### src/rtl/weight_fetch_ctrl_if.sv
// Weight fetch controller bus bundle.
// Groups the control pulses, the loader stream, the MAC weight stream and the BRAM port
// of one neuron's weight fetch controller.
//   master : controller side (drives busy/done/load_done, ld_ready, w_*, bram_addr/di/en/we)
//   slave  : environment side (drives start, ld_valid/ld_data, w_ready, bram_do)
interface weight_fetch_ctrl_if #(
   parameter int unsigned AW = 5,
   parameter int unsigned DW = 16
);
   logic          start;
   logic          busy;
   logic          done;
   logic          load_done;
   logic          ld_valid;
   logic [DW-1:0] ld_data;
   logic          ld_ready;
   logic          w_valid;
   logic [DW-1:0] w_data;
   logic          w_last;
   logic          w_ready;
   logic [AW-1:0] bram_addr;
   logic [DW-1:0] bram_di;
   logic          bram_en;
   logic          bram_we;
   logic [DW-1:0] bram_do;

   modport master (
      input  start, ld_valid, ld_data, w_ready, bram_do,
      output busy, done, load_done, ld_ready, w_valid, w_data, w_last,
             bram_addr, bram_di, bram_en, bram_we
   );

   modport slave (
      output start, ld_valid, ld_data, w_ready, bram_do,
      input  busy, done, load_done, ld_ready, w_valid, w_data, w_last,
             bram_addr, bram_di, bram_en, bram_we
   );
endinterface

### src/rtl/weight_fetch_ctrl.sv
// Weight fetch controller for one neuron's weight BRAM (DEPTH x DW).
// LOAD writes a DEPTH-word image from the loader stream into the BRAM; FETCH reads all
// DEPTH weights in address order and streams them to the MAC through a 2-entry skid FIFO
// with valid/ready backpressure. The two jobs never overlap.
// Ports:
//   clk  : clock, all logic on posedge (the BRAM itself works on negedge)
//   rst  : synchronous active-high reset
//   bus  : weight_fetch_ctrl_if.master
//          start/busy/done/load_done  control pulses and status
//          ld_valid/ld_data/ld_ready  loader stream
//          w_valid/w_data/w_last/w_ready  weight stream to the MAC
//          bram_addr/di/en/we (registered), bram_do  BRAM port
module weight_fetch_ctrl #(
   parameter int unsigned DEPTH = 28,
   parameter int unsigned AW    = 5,
   parameter int unsigned DW    = 16
) (
   input logic                  clk,
   input logic                  rst,
   weight_fetch_ctrl_if.master  bus
);

   typedef enum logic [1:0] {StIdle, StLoad, StFetch, StDrain} state_e;

   localparam logic [AW-1:0] LastAddr = AW'(DEPTH - 1);

   state_e        state_q;
   logic [AW-1:0] ld_ptr_q;
   logic [AW-1:0] rd_ptr_q;
   logic          in_flight_q;
   logic          in_flight_last_q;
   logic          load_last_q;
   logic          load_done_q;
   logic          busy_q;
   logic          bram_en_q;
   logic          bram_we_q;
   logic [AW-1:0] bram_addr_q;
   logic [DW-1:0] bram_di_q;
   logic [DW-1:0] fifo_data_q [2];
   logic          fifo_last_q [2];
   logic [1:0]    fifo_count_q;

   logic push;
   logic pop;
   logic issue_ok;

   // The read issued last cycle returns its data now and is pushed.
   assign push = in_flight_q;
   assign pop  = (fifo_count_q != 2'd0) && bus.w_ready;
   // Issue only if the FIFO still has room for this read after this cycle's pop; this
   // keeps 1 weight/cycle under full-rate ready and never overflows the 2 entries.
   assign issue_ok = (({1'b0, fifo_count_q} + {2'b00, in_flight_q}) - {2'b00, pop}) < 3'd2;

   assign bus.ld_ready  = ((state_q == StIdle) && !bus.start) || (state_q == StLoad);
   assign bus.w_valid   = (fifo_count_q != 2'd0);
   assign bus.w_data    = fifo_data_q[0];
   assign bus.w_last    = bus.w_valid && fifo_last_q[0];
   assign bus.done      = (state_q == StDrain) && pop && fifo_last_q[0];
   assign bus.busy      = busy_q;
   assign bus.load_done = load_done_q;
   assign bus.bram_addr = bram_addr_q;
   assign bus.bram_di   = bram_di_q;
   assign bus.bram_en   = bram_en_q;
   assign bus.bram_we   = bram_we_q;

   always_ff @(posedge clk) begin
      if (rst) begin
         state_q          <= StIdle;
         ld_ptr_q         <= '0;
         rd_ptr_q         <= '0;
         in_flight_q      <= 1'b0;
         in_flight_last_q <= 1'b0;
         load_last_q      <= 1'b0;
         load_done_q      <= 1'b0;
         busy_q           <= 1'b0;
         bram_en_q        <= 1'b0;
         bram_we_q        <= 1'b0;
         bram_addr_q      <= '0;
         bram_di_q        <= '0;
         fifo_data_q[0]   <= '0;
         fifo_data_q[1]   <= '0;
         fifo_last_q[0]   <= 1'b0;
         fifo_last_q[1]   <= 1'b0;
         fifo_count_q     <= 2'd0;
      end else begin
         bram_en_q        <= 1'b0;
         bram_we_q        <= 1'b0;
         in_flight_q      <= 1'b0;
         in_flight_last_q <= 1'b0;
         load_last_q      <= 1'b0;
         // LOAD_DONE trails the final write by one cycle.
         load_done_q      <= load_last_q;

         // Skid FIFO, entry 0 is the head.
         case (fifo_count_q)
            2'd0: begin
               if (push) begin
                  fifo_data_q[0] <= bus.bram_do;
                  fifo_last_q[0] <= in_flight_last_q;
                  fifo_count_q   <= 2'd1;
               end
            end
            2'd1: begin
               if (push && pop) begin
                  fifo_data_q[0] <= bus.bram_do;
                  fifo_last_q[0] <= in_flight_last_q;
               end else if (push) begin
                  fifo_data_q[1] <= bus.bram_do;
                  fifo_last_q[1] <= in_flight_last_q;
                  fifo_count_q   <= 2'd2;
               end else if (pop) begin
                  fifo_count_q   <= 2'd0;
               end
            end
            default: begin
               if (pop) begin
                  fifo_data_q[0] <= fifo_data_q[1];
                  fifo_last_q[0] <= fifo_last_q[1];
                  if (push) begin
                     fifo_data_q[1] <= bus.bram_do;
                     fifo_last_q[1] <= in_flight_last_q;
                  end else begin
                     fifo_count_q   <= 2'd1;
                  end
               end
            end
         endcase

         unique case (state_q)
            StIdle: begin
               if (bus.start) begin
                  // First read goes out straight away so W_VALID rises 2 cycles after START.
                  busy_q           <= 1'b1;
                  bram_en_q        <= 1'b1;
                  bram_addr_q      <= '0;
                  in_flight_q      <= 1'b1;
                  in_flight_last_q <= (LastAddr == '0);
                  rd_ptr_q         <= (LastAddr == '0) ? '0 : AW'(1);
                  state_q          <= (LastAddr == '0) ? StDrain : StFetch;
               end else if (bus.ld_valid) begin
                  bram_en_q   <= 1'b1;
                  bram_we_q   <= 1'b1;
                  bram_addr_q <= '0;
                  bram_di_q   <= bus.ld_data;
                  if (LastAddr == '0) begin
                     load_last_q <= 1'b1;
                  end else begin
                     busy_q   <= 1'b1;
                     ld_ptr_q <= AW'(1);
                     state_q  <= StLoad;
                  end
               end
            end
            StLoad: begin
               if (bus.ld_valid) begin
                  bram_en_q   <= 1'b1;
                  bram_we_q   <= 1'b1;
                  bram_addr_q <= ld_ptr_q;
                  bram_di_q   <= bus.ld_data;
                  if (ld_ptr_q == LastAddr) begin
                     load_last_q <= 1'b1;
                     busy_q      <= 1'b0;
                     state_q     <= StIdle;
                  end else begin
                     ld_ptr_q <= ld_ptr_q + AW'(1);
                  end
               end
            end
            StFetch: begin
               if (issue_ok) begin
                  bram_en_q        <= 1'b1;
                  bram_addr_q      <= rd_ptr_q;
                  in_flight_q      <= 1'b1;
                  in_flight_last_q <= (rd_ptr_q == LastAddr);
                  if (rd_ptr_q == LastAddr) begin
                     state_q <= StDrain;
                  end else begin
                     rd_ptr_q <= rd_ptr_q + AW'(1);
                  end
               end
            end
            StDrain: begin
               if (pop && fifo_last_q[0]) begin
                  busy_q  <= 1'b0;
                  state_q <= StIdle;
               end
            end
         endcase
      end
   end

endmodule

### src/flat_wrapper.sv
// flat-port wrapper written by rule: the top's interface ports become plain ports
module weight_fetch_ctrl_flat 
#(
   parameter int unsigned DEPTH = 28,
   parameter int unsigned AW    = 5,
   parameter int unsigned DW    = 16
)
  (clk, rst, bus_start, bus_ld_valid, bus_ld_data, bus_w_ready, bus_bram_do, bus_busy, bus_done, bus_load_done, bus_ld_ready, bus_w_valid, bus_w_data, bus_w_last, bus_bram_addr, bus_bram_di, bus_bram_en, bus_bram_we);
  weight_fetch_ctrl_if #(.AW(AW), .DW(DW)) bus_i ();
  input logic clk;
  input logic rst;
  input wire logic [$bits(bus_i.start)-1:0] bus_start;
  input wire logic [$bits(bus_i.ld_valid)-1:0] bus_ld_valid;
  input wire logic [$bits(bus_i.ld_data)-1:0] bus_ld_data;
  input wire logic [$bits(bus_i.w_ready)-1:0] bus_w_ready;
  input wire logic [$bits(bus_i.bram_do)-1:0] bus_bram_do;
  output wire logic [$bits(bus_i.busy)-1:0] bus_busy;
  output wire logic [$bits(bus_i.done)-1:0] bus_done;
  output wire logic [$bits(bus_i.load_done)-1:0] bus_load_done;
  output wire logic [$bits(bus_i.ld_ready)-1:0] bus_ld_ready;
  output wire logic [$bits(bus_i.w_valid)-1:0] bus_w_valid;
  output wire logic [$bits(bus_i.w_data)-1:0] bus_w_data;
  output wire logic [$bits(bus_i.w_last)-1:0] bus_w_last;
  output wire logic [$bits(bus_i.bram_addr)-1:0] bus_bram_addr;
  output wire logic [$bits(bus_i.bram_di)-1:0] bus_bram_di;
  output wire logic [$bits(bus_i.bram_en)-1:0] bus_bram_en;
  output wire logic [$bits(bus_i.bram_we)-1:0] bus_bram_we;
  assign bus_i.start = bus_start;
  assign bus_i.ld_valid = bus_ld_valid;
  assign bus_i.ld_data = bus_ld_data;
  assign bus_i.w_ready = bus_w_ready;
  assign bus_i.bram_do = bus_bram_do;
  assign bus_busy = bus_i.busy;
  assign bus_done = bus_i.done;
  assign bus_load_done = bus_i.load_done;
  assign bus_ld_ready = bus_i.ld_ready;
  assign bus_w_valid = bus_i.w_valid;
  assign bus_w_data = bus_i.w_data;
  assign bus_w_last = bus_i.w_last;
  assign bus_bram_addr = bus_i.bram_addr;
  assign bus_bram_di = bus_i.bram_di;
  assign bus_bram_en = bus_i.bram_en;
  assign bus_bram_we = bus_i.bram_we;
  weight_fetch_ctrl #(.DEPTH(DEPTH), .AW(AW), .DW(DW)) u_core (.clk(clk), .rst(rst), .bus(bus_i));
endmodule
### config.mk
export PLATFORM = sky130hd
export DESIGN_NAME = weight_fetch_ctrl_flat
export DESIGN_NICKNAME = d
export VERILOG_FILES = /design/src/rtl/weight_fetch_ctrl_if.sv /design/src/rtl/weight_fetch_ctrl.sv /design/src/flat_wrapper.sv
export SDC_FILE = /design/constraint.sdc
export NUM_CORES = 1
export LEC_CHECK = 0
export BUFFER_PORTS_ARGS = -buffer_cell sky130_fd_sc_hd__buf_4
export CORE_AREA = 2 2 94 164
export CTS_BUF_LIST = sky130_fd_sc_hd__clkbuf_8 sky130_fd_sc_hd__clkbuf_16
export DETAILED_ROUTE_END_ITERATION = 12
export DIE_AREA = 0 0 96 166
export PLACE_DENSITY = 0.5
export RECOVER_POWER = 50
export SETUP_SLACK_MARGIN = 0.4
export SLEW_MARGIN = 5
export SYNTH_ARGS = -nofsm -noshare
export SYNTH_HDL_FRONTEND = slang
export SYNTH_SLANG_ARGS = --single-unit
### constraint.sdc
create_clock -name clk -period 3.68 [get_ports clk]
set_input_delay 0.736 -clock clk [delete_from_list [all_inputs] [get_ports clk]]
set_output_delay 0.736 -clock clk [all_outputs]
set_load 0.03 [all_outputs]
======== Word-level counts from Yosys, hierarchy flattened ========
Memories as Yosys holds them, arrays and structs flattened.
Cells that the tools add are included.
Widths: inputs -> output; s select.
storage, ports and cells
  logic and storage cells ................. 161
  bits in registers ....................... 42
  memories ................................ 2
  output and inout bits ................... 45
  RAM bits ................................ 34
memory list
  name                depth  bits a word  read ports  clocked after Yosys merged registers in  write ports  RTL line                 text
  u_core.fifo_data_q  2      16           2           0                                        2            weight_fetch_ctrl.sv:39  logic [DW-1:0] fifo_data_q [2];
  u_core.fifo_last_q  2      1            2           0                                        2            weight_fetch_ctrl.sv:40  logic fifo_last_q [2];
operators by class
  $add $sub $neg .......................... 4
  mux-type cells .......................... 79
  $lt $le $gt $ge ......................... 1
  reduce and logical (&&, ||, !) cells .... 27
  equal/unequal tests ..................... 21
  bitwise gates (word level) .............. 14
operator list
  kind                 count
  $mux 16              7
  $mux 5               11
  $mux 1               38
  $pmux 16 s2          1
  $mux 2               13
  $pmux 5 s2           2
  $ne 2x2->1 const B   9
  $pmux 5 s3           1
  $reduce_and 5->1     3
  $add 5x1->5 const B  2
  $eq 5x5->1 const B   2
  $or 1x1->1           10
  $reduce_bool 3->1    3
  $pmux 2 s4           1
  $reduce_and 4->1     2
  $logic_and 1x1->1    7
  $ne 2x1->1 const B   3
  $ne 3x3->1 const B   2
  $pmux 1 s3           2
  $reduce_and 6->1     1
  $reduce_bool 2->1    3
  $reduce_or 3->1      2
  $eq 2x1->1 const B   2
  $eq 2x2->1 const B   2
  other kinds (12)     17

======== Logic depth before layout (Yosys ltp) ========
Gate-level depths: netlist of the first run.
  depth in word-level cells ............... 9
  mapped depth ............................ 12
  mapped depth without buffers ............ 10

======== Worst setup path before layout of the first run ========
OpenSTA, ideal clock, no wires.
  path kind ............................... reg2reg
  start ................................... reg u_core.fifo_count_q[1]
  end ..................................... reg u_core.state_q[1]
  path buffers ............................ 1
  clock period less this slack ............ 2.821 ns
  cell stages (with the launch flop) ...... 12
  setup time .............................. 0.123 ns
  setup slack ............................. 0.859 ns
  arrival time ............................ 2.697 ns
  cell sequence ........................... dfxtp_1 buf_6 nor2_2 inv_2 nand2_1 ha_1 nand2b_1 fa_1 inv_1 o31a_1 nor4_4 mux2_1
on the way
  longest elaborated chain between the ends .. 6
  elaborated cells on any way between the ends .. 9
RTL lines
  element                                RTL line                  text
  start: declaration                     weight_fetch_ctrl.sv:41   logic [1:0] fifo_count_q;
  start signal: assignment               weight_fetch_ctrl.sv:84   fifo_count_q <= 2'd0;
  start signal: assignment               weight_fetch_ctrl.sv:100  fifo_count_q <= 2'd1;
  start signal: assignment               weight_fetch_ctrl.sv:110  fifo_count_q <= 2'd2;
  $reduce_bool 2->1 (*)                  -
  via bus_w_valid                        flat_wrapper.sv:21        output wire logic [$bits(bus_i.w_valid)-1:0] bus_w_valid;
  $logic_and 1x1->1 (*)                  weight_fetch_ctrl.sv:49   assign pop = (fifo_count_q != 2'd0) && bus.w_ready;
  $sub 3x1->3                            weight_fetch_ctrl.sv:52   assign issue_ok = (({1'b0, fifo_count_q} + {2'b00, in_flight_q}) - {2'b00, pop}) < 3'd2;
  $lt 3x2->1                             weight_fetch_ctrl.sv:52
  $ne 2x1->1 (no source line)            -
  $reduce_and 6->1 (no source line) (*)  -
  end signal: assignment                 weight_fetch_ctrl.sv:68   state_q <= StIdle;
  end signal: assignment                 weight_fetch_ctrl.sv:139  state_q <= (LastAddr == '0) ? StDrain : StFetch;
  end signal: assignment                 weight_fetch_ctrl.sv:150  state_q <= StLoad;
  end: declaration                       weight_fetch_ctrl.sv:27   state_e state_q;
The timed path passes the listed nets; every way through them passes the cells marked *.
A chain may end at the register's enable or synchronous reset.

======== Worst setup path after layout of the first run ========
  start ................................... reg u_core.fifo_count_q[1]
  end ..................................... reg u_core.bram_addr_q[0], in the netlist u_core.bus.bram_addr[0]
on the way
  longest elaborated chain between the ends .. 6
  elaborated cells on any way between the ends .. 7
RTL lines
  element                                                              RTL line                  text
  parallel branches: the longest is 2 deep, another holds $add 2x1->3  -
  $sub 3x1->3 (*)                                                      weight_fetch_ctrl.sv:52
  $lt 3x2->1 (*)                                                       weight_fetch_ctrl.sv:52
  $ne 2x1->1 (no source line) (*)                                      -
  $reduce_and 4->1 (no source line) (*)                                -
  end signal: assignment                                               weight_fetch_ctrl.sv:158  bram_addr_q <= ld_ptr_q;
  end signal: assignment                                               weight_fetch_ctrl.sv:172  bram_addr_q <= rd_ptr_q;
  end: declaration                                                     weight_fetch_ctrl.sv:37   logic [AW-1:0] bram_addr_q;
Mark *: on every way between the ends.

==> results.yml, run 1 <==
clocking:
  clk_pin_slew_ns: 0.06
  cts_buffers: 9
  cts_root_buf: "clkbuf_16"
  htree_levels: 3
  post_cts_buffers: 0
  clockBufferDepth: 2
  cts_tree: "built"
  clock-sinks: 76
  cts_hold_buf: 0
  clock_latency_ns: 0.33
  cts_resized: 0
detailed_routing:
  vias_per_cell: 4.598
  vias: 2722
  drtIter0Drc: 181
  met1_length_um: 3365
  drc_errors: 0
  dr_wl_met2_um: 4544
  highest_layer: "met4"
  dr.pass1.iters: 6
  met3_length_um: 400
  ant_nets: 0
  wl_per_cell_um: 14.35
  wirelength_um: 8495
sta:
  fin_crit_ns: 2.984
  finalWorstSetupSlack_ns: 0.6958
  hold_viol_final: 0
  drv_slew: 0
  relSlewSlack: 0.1799
  skew_ns: 0.004409
  period_share: 0.8109
  fmaxAchievable_mhz: 335.1
  setup_violations: 0
  tns_ns: 0
  hold_ws_ns: 0.4428
  worst_slew_pin_slew_ns: 1.226
  rsz0062_at_grt: "false"
synthesis:
  synth_ff_type: "dfxtp_1"
  synth_top_cell_by_area: "edfxtp_1"
  syn-cell-area_um2: 3577
  synth_seq_cells: 76
  async_reset_ff_frac: 0
  synth.avg_cell_area_um2: 10.31
  synth_seq_area_share: 0.5205
  netlist_instances: 347
  synth_top_area_frac: 0.2854
  ys_warn_count: 0
  synth_area_leaders: "edfxtp_1 29%, dfxtp_1 24%, a22o_1 5.4%"
  syn_nets: 392
  synth_edf_count: 34
  synth_cell_type_count: 58
layout:
  syn_to_final_growth_pct: 20.74
  final_cell_mix: "48 x nand2_1, 42 x clkbuf_1, 42 x dfxtp_1"
  fin_nets: 449
  stdcell_count: 592
  antennaDiodeCount: 0
  drive_gt1_frac: 0.1516
  final_common_cell: "nand2_1"
power_and_ir_drop:
  leakagePower_nw: 1.608
  peakVddDrop_mv: 0.1884
  power.density_nw_per_um2: 634.9
critical_path:
  critPathSlowestCell: "dfxtp_1"
  max_stage_delay_ns: 0.61
  worstSetupStartpointType: "flop"
  cp.arrival_ns: 3.25
  r2r-start: "u_core.fifo_count_q[1]$_SDFFE_PP0P_"
  crit_start: "u_core.fifo_count_q[1]$_SDFFE_PP0P_"
  criticalPathCategory: "reg2reg"
  crit_fanout: 16
  end_kind: "flop"
  required_ns: 3.94
  rr_worst_depth: 10
  crit_chain: "nor2_1 > inv_2 > nand2_1 > ha_1 > nand2b_1 > fa_1 > xnor2_2 > a21oi_2 > or4_1 > a21oi_1"
place:
  gp_congestion: 0.7710
  place_inst: 576
  dpl_worst_slack_ns: 0.6862
  port-buffer-count: 81
  hpwl_um: 6184
grt:
  grt_max_degree: 46
  first_global_vias: 2621
  antenna_found_initial: 0
  grt_use_total: 0.1098
  globalRouteOverflowTotal: 0
  grt_first_pass_wirelength_um: 13470
floorplanning:
  die_h_um: 166
  rows: 59
  start_util: 0.2435
  die_area_um2: 15940
  core_um2: 14690
  io_pins: 82
  dieWidth_um: 96
hold_path:
  min-delay-start: "u_core.load_last_q$_SDFF_PP0_"
  whs_path_depth: 1
  min_path_type: "reg2reg"
outcome:
  status: "finished clean"
flow_run:
  maxCapViolations: 0
## registers in the layout, summed over array words and instances, names as in the netlist
name                     flops
u_core.bus.bram_addr         5
u_core.bus.bram_di          16
u_core.bus.bram_en           1
u_core.bus.bram_we           1
u_core.bus.busy              1
u_core.bus.load_done         1
u_core.fifo_count_q          2
u_core.fifo_data_q          32
u_core.fifo_last_q           2
u_core.in_flight_last_q      1
u_core.in_flight_q           1
u_core.ld_ptr_q              5
u_core.load_last_q           1
u_core.rd_ptr_q              5
u_core.state_q               2
## path summary, 6_finish.rpt
check | to | slack (ns)
hold reg to reg | u_core.bus.load_done$_SDFF_PP0_ | 0.44
hold / removal | u_core.bus.load_done$_SDFF_PP0_ | 0.44
setup reg to reg | u_core.bus.bram_addr[0]$_SDFFE_PP0P_ | 0.70
setup / recovery | u_core.bus.bram_addr[0]$_SDFFE_PP0P_ | 0.70
## stage by stage
step	utilization	area [um2]	power, mW
after floorplan	-	3577	1.714
after global placement	0.2850	4187	1.929
after detailed placement	0.2850	4187	1.938
after CTS	0.3057	4491	2.851
after global routing	0.2940	4319	2.894
final	0.2940	4319	2.742
## cells in the mapped netlist, types with 3 or more instances
cell type / n
nor2_1: 11
o21ai_0: 6
nand4_1: 3
o31ai_1: 7
or4_1: 9
dfxtp_1: 42
and2_1: 21
buf_6: 3
nand2b_1: 7
edfxtp_1: 34
clkbuf_1: 6
ha_1: 7
buf_4: 17
nand3_1: 4
inv_1: 9
a21oi_1: 32
nor3_1: 5
a22o_1: 22
buf_2: 8
nand2_1: 48
## metal layers
| layer | GRT usage | vias up |
|---|---|---|
| met5 | 0 | - |
| met4 | 0.05031 | 0 |
| met3 | 0.03085 | 11 |
| met2 | 0.1926 | 59 |
| met1 | 0.1180 | 1301 |
| li1 | - | 1351 |
## where the power goes
group | switching, mW | internal [mW] | total [mW] | leakage, nW
combinational | 0.526 | 0.223 | 0.749 | 0.751
sequential | 0.0682 | 1.02 | 1.09 | 0.698
clock | 0.343 | 0.559 | 0.902 | 0.159
total | 0.938 | 1.80 | 2.74 | 1.61
## critical path: cells and delay by family (launching register included)
kind,cells,cell delay (ns)
compound gates,2,0.34
xor+xnor,1,0.21
fa+ha+maj,2,0.72
buf+inv,1,0.10
flops,1,0.61
simple gates,4,0.91
## final cells by class
cell class              count  area (um2)
clock buffers              11       252.7
multi-input cells         226        1436
flip-flops and latches     76        1862
fillers                  1558       10370
well taps                 183       229.0
inverters                  10       37.54
clock inverters             5       51.30
repair buffers             81       450.4
## logic make-up after synthesis
family	after synthesis	share of synthesized area
AND/OR/NAND/NOR	123	0.1826
AO/OA/AOI/OAI	89	0.1749
flip-flops	76	0.5205
buffers and inverters	45	0.07415
adder cells (fa/ha/maj)	8	0.03008
XOR/XNOR	4	0.01189
multiplexers	2	0.005946
Power figures use the tool's default switching activity.
==> run 2, diff against run 1 <==
ABC_AREA = 1   (was default)
clock period = 2.87 ns   (was 3.68 ns; I/O delays follow)
==> run 2 against run 1 <==
Net effect:
- first-iteration DRC count shrank 35%
- die area unchanged
- clock skew rose by 0.0049 ns
- sequential power grew 35%
- clock power up 31%
- register-to-register slack worse by 0.18 ns
- worst hold slack worse by 0.036 ns
- sequential cell count did not move
- critical endpoint is now u_core.fifo_data_q[0][10]$_DFFE_PP_
==> results.yml, run 2 <==
synthesis:
  synth_cell_type_count: 32
  synth_top_cell_by_area: "edfxtp_1"
  netlist_instances: 422
  synth_top_area_frac: 0.2855
  synth.most_common_cell: "nor2_1"
  synth_edf_count: 34
  synth_ff_type: "dfxtp_1"
  syn-cell-area_um2: 3576
  synth.avg_cell_area_um2: 8.474
  ys_warn_count: 0
  synth_seq_area_share: 0.5206
  async_reset_ff_frac: 0
  syn_nets: 467
  synth_area_leaders: "edfxtp_1 29%, dfxtp_1 24%, nor2_1 8.1%"
  synth_seq_cells: 76
  synth_common_cells: "77 x nor2_1, 62 x inv_1, 61 x nand2_1"
critical_path:
  rr_worst_depth: 11
  max_stage_delay_ns: 0.75
  worstSetupStartpointType: "input port"
  cp.arrival_ns: 2.39
  end_kind: "flop"
  crit_fanout: 26
  critPathSlowestCell: "clkbuf_1"
  criticalPathCategory: "in2reg"
  crit_top_cell: "nand2_1"
  required_ns: 2.86
  crit_chain: "clkbuf_1 > inv_4 > nand3_2 > nand2_1 > inv_1 > nand2_1 > clkbuf_2"
detailed_routing:
  dr.pass1.iters: 4
  wl_per_cell_um: 12.25
  drc_errors: 0
  ant_nets: 0
  drtIter0Drc: 118
  wirelength_um: 8366
  vias: 2895
  vias_per_cell: 4.239
layout:
  final_area_um2: 4473
  fillers: 1608
  multi_input_area_um2: 1282
  final_cell_mix: "75 x nor2_1, 64 x inv_1, 59 x nand2_1"
  fin_nets: 540
  seqCellArea_um2: 1867
  syn_to_final_growth_pct: 25.09
  drive_gt1_frac: 0.1820
  stdcell_count: 683
  final_common_cell: "nor2_1"
  antennaDiodeCount: 0
  largest_register_ffs: 32
  top_register: "u_core.fifo_data_q"
sta:
  skew_ns: 0.009336
  worst_slew_pin_slew_ns: 1.045
  hold_viol_final: 0
  relSlewSlack: 0.3033
  rsz0062_at_grt: "false"
  fin_crit_ns: 2.395
  finalWorstSetupSlack_ns: 0.4749
  tns_ns: 0
  fmaxAchievable_mhz: 417.5
  drv_slew: 0
  period_share: 0.8345
  setup_violations: 0
clocking:
  htree_levels: 3
  clk_pin_slew_ns: 0.06
  clock_latency_ns: 0.33
  clockBufferDepth: 2
  clock-sinks: 76
  cts_root_buf: "clkbuf_16"
  cts_tree: "built"
  cts_buffers: 9
grt:
  grt_first_pass_wirelength_um: 13470
  globalRouteOverflowTotal: 0
  grt_use_total: 0.1080
  first_global_vias: 2871
  grt_max_degree: 27
  antenna_found_initial: 0
power_and_ir_drop:
  power.share.clock: 0.286
  p_switching_mw: 1.594
  pwr-share-comb: 0.359
  p_seq_frac: 0.355
  peakVddDrop_mv: 0.3786
  swShare: 0.3842
  leakagePower_nw: 1.923
  p_total_mw: 4.147
  power.density_nw_per_um2: 927.2
  p_int_mw: 2.554
outcome:
  status: "finished clean"
floorplanning:
  core_um2: 14690
  dieWidth_um: 96
  die_area_um2: 15940
  start_util: 0.2434
  io_pins: 82
  rows: 59
  die_h_um: 166
place:
  port-buffer-count: 81
  hpwl_um: 6205
  place_inst: 661
  placed_cell_area_um2: 4249
  gp_congestion: 0.8115
  dpl_worst_slack_ns: 0.1040
hold_path:
  min_path_type: "reg2reg"
  whs_path_depth: 2
flow_run:
  maxCapViolations: 0
[run 2: cells by family after synthesis]
logic type	Yosys count	share of synthesized area
compound gates	65	0.1046
xor+xnor	3	0.007349
fa+ha+maj	8	0.03009
buf+inv	98	0.1274
flops	76	0.5206
simple gates	172	0.2099
[run 2: critical path: cells and delay by family]
kind | cells | cell delay [ns]
buf+inv | 4 | 1.47
simple gates | 3 | 0.32
[run 2: power groups by stage]
stage	combinational (mW)	clock, mW	sequential, mW
3_3_place_gp	1.53	0	1.49
4_1_cts	1.59	1.23	1.48
5_1_grt	1.64	1.27	1.50
2_1_floorplan	1.01	0	1.63
6_report	1.49	1.18	1.47
3_5_place_dp	1.56	0	1.50
[run 2: layout make-up]
| cell class | count | share of cell area |
|---|---|---|
| clock inverter | 7 | 0.01930 |
| sequential | 76 | 0.4173 |
| multi-input combinational | 248 | 0.2867 |
| tap | 183 | 0.05119 |
| timing repair buffer | 90 | 0.1144 |
| inverter | 70 | 0.06070 |
| clock buffer | 9 | 0.05035 |
[run 2: final timing paths]
| path | slack, ns | to | start |
|---|---|---|---|
| max | 0.47 | u_core.fifo_data_q[0][10]$_DFFE_PP_ | rst |
| min | 0.41 | u_core.bus.load_done$_SDFF_PP0_ | u_core.load_last_q$_SDFF_PP0_ |
| max reg2reg | 0.52 | u_core.state_q[1]$_SDFFE_PP0P_ | u_core.fifo_count_q[0]$_SDFFE_PP0P_ |
| min reg2reg | 0.41 | u_core.bus.load_done$_SDFF_PP0_ | u_core.load_last_q$_SDFF_PP0_ |
[run 2: through the flow]
stage | hold slack, ns | utilization
5_1_grt | 0.4194 | 0.3045
3_5_place_dp | 0.4041 | 0.2892
4_1_cts | 0.4118 | 0.3122
6_report | 0.4070 | 0.3045
3_3_place_gp | 0.3998 | 0.2892
2_1_floorplan | 0.3883 | -
[run 2: layer usage]
layer  share of wire  track usage  up-vias
met4           0.016      0.04286        0
met5               0            0        -
met2            0.55       0.1987       62
li1                -            -     1489
met3           0.043      0.02722        9
met1            0.39       0.1122     1335
[run 2: timing repair]
action / in CTS / in global routing
hold buffers: 0 / 0
setup endpoints to repair: 12 / 12
resized for setup: 2 / 10
pin swaps: 1 / 3
hold endpoints to repair: 0 / 0
setup buffers: 3 / 3
==> run 3, diff against run 2 <==
ABC_AREA = 0   (was 1)
clock period = 2.4 ns   (was 2.87 ns; I/O delays follow)
==> run 3 against run 2 <==
Net effect:
- the flow now finishes with violations (negative setup slack)
- register-to-register slack got worse by 0.53 ns
- sequential cell count did not move
- clock skew is 0.0024 ns lower
- die area unchanged
- first-iteration DRC count increased by 7.6%
- routed wire length grew 6.3%
- global-route usage up 0.61 points
- non-clock buffer count grew 14
- largest cell class unchanged
- largest power group is now registers
==> results.yml, run 3 (synthesized netlist as in run 1, its figures left out) <==
power_and_ir_drop:
  pwr-share-comb: 0.333
  peakVddDrop_mv: 0.3065
  p_total_mw: 4.537
  power.share.clock: 0.297
  p_seq_frac: 0.369
  p_int_mw: 2.970
  p_switching_mw: 1.567
  leakagePower_nw: 1.876
  swShare: 0.3454
  power.density_nw_per_um2: 930.2
critical_path:
  criticalPathCategory: "reg2reg"
  critPathSlowestCell: "fa_2"
  crit_fanout: 2
  worst-path-buf-inv: 2
  max_stage_delay_ns: 0.54
  end_kind: "flop"
  cp.arrival_ns: 2.63
  required_ns: 2.63
  path_delay_family: "adder cells"
  worstSetupStartpointType: "flop"
  crit_chain: "nor2_4 > inv_4 > nand2_4 > ha_4 > nand2b_4 > fa_2 > inv_2 > o31a_1 > nor4_4 > mux2_1"
place:
  port-buffer-count: 81
  gp_congestion: 0.7554
  place_inst: 594
  hpwl_um: 6476
layout:
  largest_register_ffs: 32
  stdcell_count: 616
  final_cell_mix: "100 x buf_4, 47 x nand2_1, 39 x dfxtp_1"
  top_register: "u_core.fifo_data_q"
  antennaDiodeCount: 0
  final_common_cell: "buf_4"
  syn_to_final_growth_pct: 36.34
  fillers: 1493
  fin_nets: 473
  drive_gt1_frac: 0.3672
floorplanning:
  core_um2: 14690
  start_util: 0.2435
  die_area_um2: 15940
  io_pins: 82
  die_h_um: 166
  rows: 59
  dieWidth_um: 96
sta:
  relSlewSlack: 0.5171
  fmaxAchievable_mhz: 415.7
  rsz0062_at_grt: "true"
  worst_slew_pin_slew_ns: 0.7236
  fin_crit_ns: 2.405
  period_share: 1.002
  hold_viol_final: 0
  skew_ns: 0.006896
  drv_slew: 0
  setup_violations: 1
  finalWorstSetupSlack_ns: -0.005355
detailed_routing:
  wl_per_cell_um: 14.44
  wirelength_um: 8897
  vias: 2848
  vias_per_cell: 4.623
  drc_errors: 0
  drtIter0Drc: 127
  dr.pass1.iters: 4
  ant_nets: 0
clocking:
  clockBufferDepth: 2
  clk_pin_slew_ns: 0.06
  clock_latency_ns: 0.34
  htree_levels: 3
  cts_tree: "built"
  clock-sinks: 76
  cts_root_buf: "clkbuf_16"
  cts_buffers: 9
grt:
  grt_use_met1: 0.1164
  grt_use_total: 0.1141
  first_global_vias: 2849
  grt_max_degree: 39
  grt_first_pass_wirelength_um: 14060
  antenna_found_initial: 0
  grt_use_met2: 0.2117
  use_met3: 0.02586
  grt-busiest-layer: "met2"
  globalRouteOverflowTotal: 0
hold_path:
  min_path_type: "in2reg"
outcome:
  status: "finished with violations"
  violations: "negative setup slack"
flow_run:
  maxCapViolations: 0
## run 3: power by group through the flow
stage               combinational (mW)  clock (mW)  sequential (mW)
global route                      1.64        1.43             1.70
CTS                               1.50        1.37             1.68
floorplan                        0.838           0             1.82
detailed placement                1.38           0             1.69
finish                            1.51        1.35             1.68
global placement                  1.37           0             1.69
## run 3: area by class of cell
cell class | count | area (um2) | area share
inverter | 10 | 40.04 | 0.008209
sequential | 76 | 1868 | 0.3830
multi-input combinational | 227 | 1659 | 0.3402
timing repair buffer | 104 | 788.3 | 0.1616
clock buffer | 9 | 225.2 | 0.04618
clock inverter | 7 | 67.56 | 0.01385
tap | 183 | 229.0 | 0.04695
## run 3: path summary, 6_finish.rpt
kind                                                             to                           startpoint  slack (ns)  cells past startpoint
worst max register to register       u_core.state_q[1]$_SDFFE_PP0P_  u_core.fifo_count_q[0]$_SDFFE_PP0P_      -0.005                     10
worst max-delay path                 u_core.state_q[1]$_SDFFE_PP0P_  u_core.fifo_count_q[0]$_SDFFE_PP0P_      -0.005                     10
worst min register to register      u_core.bus.load_done$_SDFF_PP0_        u_core.load_last_q$_SDFF_PP0_        0.45                      1
worst min-delay path            u_core.fifo_count_q[0]$_SDFFE_PP0P_                                  rst        0.39                      2
## run 3: metrics by stage
| step | area (um2) | setup slack (ns) | hold slack (ns) | setup TNS [ns] | utilization |
|---|---|---|---|---|---|
| 3_3_place_gp | 4372 | -0.2222 | 0.4329 | -1.144 | 0.2976 |
| 5_1_grt | 4877 | -0.1159 | 0.3933 | -0.4284 | 0.3320 |
| 3_5_place_dp | 4372 | -0.2784 | 0.4355 | -1.809 | 0.2976 |
| 2_1_floorplan | 3627 | -0.2952 | 0.4138 | -0.6422 | - |
| 4_1_cts | 4831 | -0.01409 | 0.3858 | -0.01728 | 0.3288 |
| 6_report | 4877 | -0.005355 | 0.3930 | -0.005355 | 0.3320 |
## run 3: per-layer routing
layer  up-vias  part of all wire
li1       1394                 -
met1      1377              0.37
met2        66              0.56
met3        11             0.043
met4         0             0.020
met5         -                 0
## run 3: timing repair
item,in CTS,in global routing
resized for setup,23,10
endpoints found under the hold margin,0,0
pin swaps,7,1
hold buffers,0,0
buffers inserted,5,0
endpoints found under the setup margin,36,34
cloned,1,0
